[src/rtl/addsub_arbiter.sv]
// addsub_arbiter: two requesters share one WIDTH-bit add/subtract unit.
// Round-robin grant in IDLE, result held in RESP until the owner takes it.
module addsub_arbiter #(
    parameter int WIDTH = 8
) (
    input  logic             CLK,
    input  logic             ASYNCRESETN,
    input  logic             VALID0,
    input  logic             VALID1,
    output logic             READY0,
    output logic             READY1,
    input  logic [WIDTH-1:0] A0,
    input  logic [WIDTH-1:0] B0,
    input  logic [WIDTH-1:0] A1,
    input  logic [WIDTH-1:0] B1,
    input  logic             OP0,
    input  logic             OP1,
    output logic             OUT_VALID0,
    output logic             OUT_VALID1,
    input  logic             OUT_READY0,
    input  logic             OUT_READY1,
    output logic [WIDTH-1:0] O,
    output logic             COUT,
    output logic             BUSY
);

    typedef enum logic {
        IDLE = 1'b0,
        RESP = 1'b1
    } state_t;

    state_t           state;
    state_t           state_nxt;
    logic             ptr;        // 1: requester 1 has priority on a tie
    logic             owner;      // requester whose result is held
    logic             grant_vld;
    logic             grant_sel;
    logic             op_sub;
    logic [WIDTH-1:0] op_a;
    logic [WIDTH-1:0] op_b;
    logic [WIDTH:0]   sum;
    logic [WIDTH-1:0] o_p0;
    logic             cout_p0;

    // Single adder with carry-in; subtraction is A + ~B + 1.
    function automatic logic [WIDTH:0] add_cin(input logic [WIDTH-1:0] a,
                                               input logic [WIDTH-1:0] b,
                                               input logic             cin);
        return {1'b0, a} + {1'b0, b} + {{WIDTH{1'b0}}, cin};
    endfunction

    // Arbitration, handshake outputs and next-state decision.
    always_comb begin
        state_nxt  = state;
        grant_vld  = 1'b0;
        grant_sel  = 1'b0;
        READY0     = 1'b0;
        READY1     = 1'b0;
        OUT_VALID0 = 1'b0;
        OUT_VALID1 = 1'b0;
        BUSY       = 1'b0;
        case (state)
            IDLE: begin
                if (VALID0 && VALID1) begin
                    grant_vld = 1'b1;
                    grant_sel = ptr;
                end else if (VALID0) begin
                    grant_vld = 1'b1;
                    grant_sel = 1'b0;
                end else if (VALID1) begin
                    grant_vld = 1'b1;
                    grant_sel = 1'b1;
                end
                if (grant_vld) begin
                    READY0    = ~grant_sel;
                    READY1    = grant_sel;
                    state_nxt = RESP;
                end
            end
            RESP: begin
                BUSY       = 1'b1;
                OUT_VALID0 = ~owner;
                OUT_VALID1 = owner;
                if ((owner == 1'b0 && OUT_READY0) || (owner == 1'b1 && OUT_READY1))
                    state_nxt = IDLE;
            end
            default: state_nxt = IDLE;
        endcase
    end

    // Operand selection for the granted requester feeding the shared adder.
    always_comb begin
        op_a   = grant_sel ? A1 : A0;
        op_b   = grant_sel ? B1 : B0;
        op_sub = grant_sel ? OP1 : OP0;
        sum    = add_cin(op_a, op_sub ? ~op_b : op_b, op_sub);
    end

    // State, pointer, owner and held result; reset clears everything at once.
    always_ff @(posedge CLK or negedge ASYNCRESETN) begin
        if (!ASYNCRESETN) begin
            state   <= IDLE;
            ptr     <= 1'b0;
            owner   <= 1'b0;
            o_p0    <= '0;
            cout_p0 <= 1'b0;
        end else begin
            state <= state_nxt;
            if (grant_vld) begin
                owner   <= grant_sel;
                o_p0    <= sum[WIDTH-1:0];
                cout_p0 <= sum[WIDTH];
            end
            if (state == RESP && state_nxt == IDLE)
                ptr <= ~owner;
        end
    end

    assign O    = o_p0;
    assign COUT = cout_p0;

endmodule

[config.mk]
export PLATFORM = sky130hd
export DESIGN_NAME = addsub_arbiter
export DESIGN_NICKNAME = d
export VERILOG_FILES = /design/src/rtl/addsub_arbiter.sv
export SDC_FILE = /design/constraint.sdc
export NUM_CORES = 1
export LEC_CHECK = 0
export BUFFER_PORTS_ARGS = -buffer_cell sky130_fd_sc_hd__buf_2
export CAP_MARGIN = 20
export CORE_ASPECT_RATIO = 0.6
export CORE_MARGIN = 10
export CORE_UTILIZATION = 35
export CTS_BUF_LIST = sky130_fd_sc_hd__clkbuf_4
export DETAILED_ROUTE_END_ITERATION = 16
export PLACE_DENSITY_LB_ADDON = 0.2
export SYNTH_ARGS = -nofsm -noshare
export SYNTH_HDL_FRONTEND = slang
export SYNTH_SLANG_ARGS = --single-unit
[constraint.sdc]
create_clock -name CLK -period 4.1 [get_ports CLK]
set_clock_uncertainty 0.15 [all_clocks]
set_input_delay 0.205 -clock CLK [delete_from_list [all_inputs] [get_ports CLK]]
set_output_delay 0.205 -clock CLK [all_outputs]
set_load 0.05 [all_outputs]
Word level (Yosys, flattened, before mapping)
Index checks and enable logic that the tools add are counted.
Word-level totals
  output and inout port bits: 14
  bits in registers: 12
  logic and storage cells: 40
Operators by class
  muxes and demuxes: 23
  bitwise gates (word level): 5
  $add $sub $neg: 2
  reductions and logical operators: 5
Operators with widths (count)
  8-bit 2-to-1 mux: 3
  1-bit 2-to-1 mux: 19
  8-bit by 8-bit adder with 9-bit output: 1
  9-bit by 1-bit adder with 9-bit output: 1
  8-bit NOT: 1
  1-bit logical AND: 4
  1-bit NOT: 4
  1-bit one-hot mux with 2 select lines: 1
  1-bit logical OR: 1

Longest topological paths before layout
  word-level depth: 10
  mapped depth: 12
  gate-level depth less buffers: 11

Worst setup path after synthesis
OpenSTA, ideal clock, no wires.
  path type: flip-flop to flip-flop
  start: reg state
  end: reg cout_p0, in the netlist COUT
  path slack: 0.388 ns
  required time: 3.821 ns
  stages on the path, launching flop included: 13
  arrival: 3.432 ns
  clock period less this slack: 3.712 ns
  path buffers: 1
  path through: dfrtp_1 nand2b_1 or2_2 clkbuf_1 clkinv_1 nand2_1 nand2_1 fa_1 a21o_1 a21oi_1 nor2_1 o31a_1 o41a_1
On the way
  cells in the longest elaborated chain, start to end: 6
  elaborated cells between the ends (all ways): 9
  classes of those cells: 2 x add/sub; 6 x mux; 1 x bitwise
Ends and longest elaborated chain
  start: declaration: RTL line 32  | state_t state;
  start signal: assignment: RTL line 108  | state <= state_nxt;
  1-bit 2-to-1 mux: RTL line 62  | case (state)
  8-bit 2-to-1 mux: RTL line 94  | op_b = grant_sel ? B1 : B0;
  8-bit NOT: RTL line 96  | sum = add_cin(op_a, op_sub ? ~op_b : op_b, op_sub);
  8-bit 2-to-1 mux: RTL line 96
  8-bit by 8-bit adder with 9-bit output: RTL line 49  | return {1'b0, a} + {1'b0, b} + {{WIDTH{1'b0}}, cin};
  9-bit by 1-bit adder with 9-bit output: RTL line 49
  end signal: assignment: RTL line 112  | cout_p0 <= sum[WIDTH];
  end: declaration: RTL line 43  | logic cout_p0;
Several ways; a longest one is shown, not always the timed one.
A chain may end at the register's enable or synchronous reset.

Final worst setup path
Ends and elaborated chain as after synthesis.

==> impl_metrics.csv <==
group,metric,value,unit
placed_design,hpwl,2.80,mm
floorplanning,die_w,94.9,um
worst_hold_path,hp-class,"primary input to flip-flop",
timing,hold_ws,80.4,ps
yosys,yosysSeqAreaShare,25.5,%
yosys,syn_avg_cell_area,8.02,um2
clocking,htreeDepth,1,
yosys,async_flop_share,100,%
routing,wl,3.22,mm
critical_path,critPathLaunchType,"flip-flop",
placed_design,placed_cells,239,
power_and_ir_drop,vdd_drop_max,0.347,mV
critical_path,crit_required,4110,ps
critical_path,crit_type,"flip-flop to flip-flop",
grt,grt_max_degree,26,
floorplanning,ios,54,
yosys,syn_area,0.00118,mm2
routing,drc_errors,0,
floorplanning,rows,16,
finish,finalNetCount,248,
clocking,clock_tree.buffer_depth,2,
timing,rsz0062_at_grt,"false",
placed_design,port_buffers,53,
routing,drt_iter0_drc,39,
finish,final_cells,243,
grt,grt_pass1_vias,1179,
clocking,clkTransAtPathRegs,80,ps
grt,antenna_found_initial,0,
routing,num_vias,1159,
finish,drive_above_1_share,33.8,%
finish,diodes,0,
timing,post-route-period-util,83.9,%
timing,worst_slack,660,ps
yosys,netlist_instances,147,
timing,fmax,291,MHz
yosys,synth_edf_count,0,
finish,syn2layout_area_growth,26.9,%
yosys,yosys.cell_types.count,39,
floorplanning,initial_core_util,36.3,%
power_and_ir_drop,p_leak,0.778,nW
clocking,clk_latency,270,ps
clocking,clkSinkCount,12,
clocking,cts_resized,0,
timing,slew_violations,0,
clocking,cts_tree,"done",
finish,final_util,46.1,%
critical_path,crit_chain,"nand2b_1 > or2_2 > clkinv_1 > nand2_1 > nand2_1 > fa_1 > a21o_1 > a21oi_1 > nor2_1 > o31a_1 > o41a_1",
critical_path,crit_fanout,25,
grt,globalRouteTotalUtil,10.6,%
routing,firstDrtPassIters,4,
clocking,root_buffer,"clkbuf_4",
critical_path,critPathMaxStageDelay,480,ps
clocking,cts_buffers,3,
yosys,synth_top_flop_cell,"dfrtp_1",
floorplanning,die_y,65.0,um
grt,grt_overflow_total,0,
power_and_ir_drop,power_density,719,mW/mm2
grt,grt_pass1_wl,5.35,mm
timing,setup_viol,0,
critical_path,arrival,3450,ps
placed_design,place_congestion,0.766,
timing,hold_viol,0,
critical_path,rr_worst_depth,11,
placed_design,post-place-ws,663,ps
routing,wl_per_cell,13.2,um
run_status,outcome,"finished clean",
timing,slew_headroom,75.2,%
critical_path,cpMostUsedCell,"nand2_1",
job,drv_cap,0,
critical_path,crit_path_top_delay_cell,"fa_1",
timing,worstMarginPinSlew,373,ps
critical_path,endpoint_kind,"flip-flop",
routing,drt-vias-per-instance,4.77,
timing,setup_tns,0,ps
yosys,ys_ff_latch,12,
worst_hold_path,min_path_cells,4,
clocking,cts_setup_buffers,0,
floorplanning,core-area,0.00324,mm2
routing,drt.antenna.violating_nets,0,
floorplanning,dieArea,0.00616,mm2
timing,final.min_clock_period,3440,ps
yosys,synth_fp_nets,195,
clocking,cts-hold-fix-buffers,1,
yosys,yosysWarnings,0,
power breakdown:
part / total, mW / internal (mW) / switching, mW
Clock: 0.0740 / 0.0340 / 0.0400
Combinational: 0.782 / 0.266 / 0.516
Sequential: 0.219 / 0.179 / 0.0407
Yosys cell counts, types with 2 or more instances:
library cell	number	area share, %
a21oi_1	5	2.1
ha_1	7	7.4
o21ai_0	13	5.5
o31ai_1	2	1.3
xnor2_1	10	7.4
inv_1	4	1.3
clkbuf_1	4	1.3
mux2_2	2	1.9
nand2_1	41	13
xor2_1	10	7.4
a21o_1	2	1.3
o21bai_1	2	1.3
a41oi_1	2	1.5
a211oi_1	3	1.9
nor2_1	3	0.96
mux2i_1	2	1.7
and2_1	2	1.1
dfrtp_1	12	25
layout make-up:
type,instances,area [um2]
sequential,12,300
tap,45,56.3
inverter,5,18.8
timing repair buffer,55,283
fill,348,1750
clock buffer,3,22.5
multi-input combinational,123,815
through the flow:
step                total power, mW  cell area [um2]
global placement               1.00             1460
global route                   1.18             1500
finish                         1.08             1500
detailed placement             1.01             1460
CTS                            1.09             1500
floorplan                     0.842             1180
cell usage in the layout, fill, tap and decap left out, drive strengths merged, types with 2 or more instances in the layout:
cell / Yosys / routed
clkbuf: 5 / 3
nand2: 41 / 41
o21ai: 15 / 15
xor2: 10 / 10
xnor2: 10 / 10
mux2: 2 / 2
dfrtp: 12 / 12
o21bai: 2 / 2
inv: 4 / 4
buf: 2 / 54
ha: 7 / 7
mux2i: 2 / 2
and2: 3 / 3
nor2: 3 / 3
a21oi: 5 / 5
a211oi: 3 / 3
a41oi: 2 / 2
a21o: 2 / 2
o31ai: 3 / 3
metal layers:
| metal | global-route usage [%] | vias to the layer above | share of wire (%) |
|---|---|---|---|
| met4 | 1.12 | 0 | 0.37 |
| met1 | 12.1 | 520 | 44 |
| met2 | 17.5 | 33 | 45 |
| li1 | - | 604 | - |
| met5 | 0 | - | 0 |
| met3 | 5.86 | 2 | 11 |
cells by family (layout without fill, tap and decap cells):
kind of cell,count (synthesis),in the layout,share of synthesized area (%)
buffers and inverters,12,63,5.41
AOI/OAI and AO/OA,36,36,20.7
and+or+nand+nor,55,55,20.8
muxes,4,4,3.61
DFF,12,12,25.5
xor gates and xnor gates,20,20,14.9
adders and majority gates,8,8,9.13
worst paths after layout:
check | endpoint | start | slack, ps
min in group asynchronous | owner | ASYNCRESETN | 190
min reg2reg | O[4] | O[4] | 340
max reg2reg | COUT | state | 660
min | state | OUT_READY1 | 80
max | COUT | state | 660
max in group asynchronous | O[3] | ASYNCRESETN | 3390
critical path, delay by kind of cell (launching register included):
kind	cells	cell delay (ps)
compound gates	4	1050
fa+ha+maj	1	480
flops	1	450
buf+inv	1	320
simple gates	5	870
registers in the layout (all words and copies together) (netlist names):
name	count
ptr	1
state	1
COUT	1
owner	1
O	8
Power figures use the tool's default switching activity.
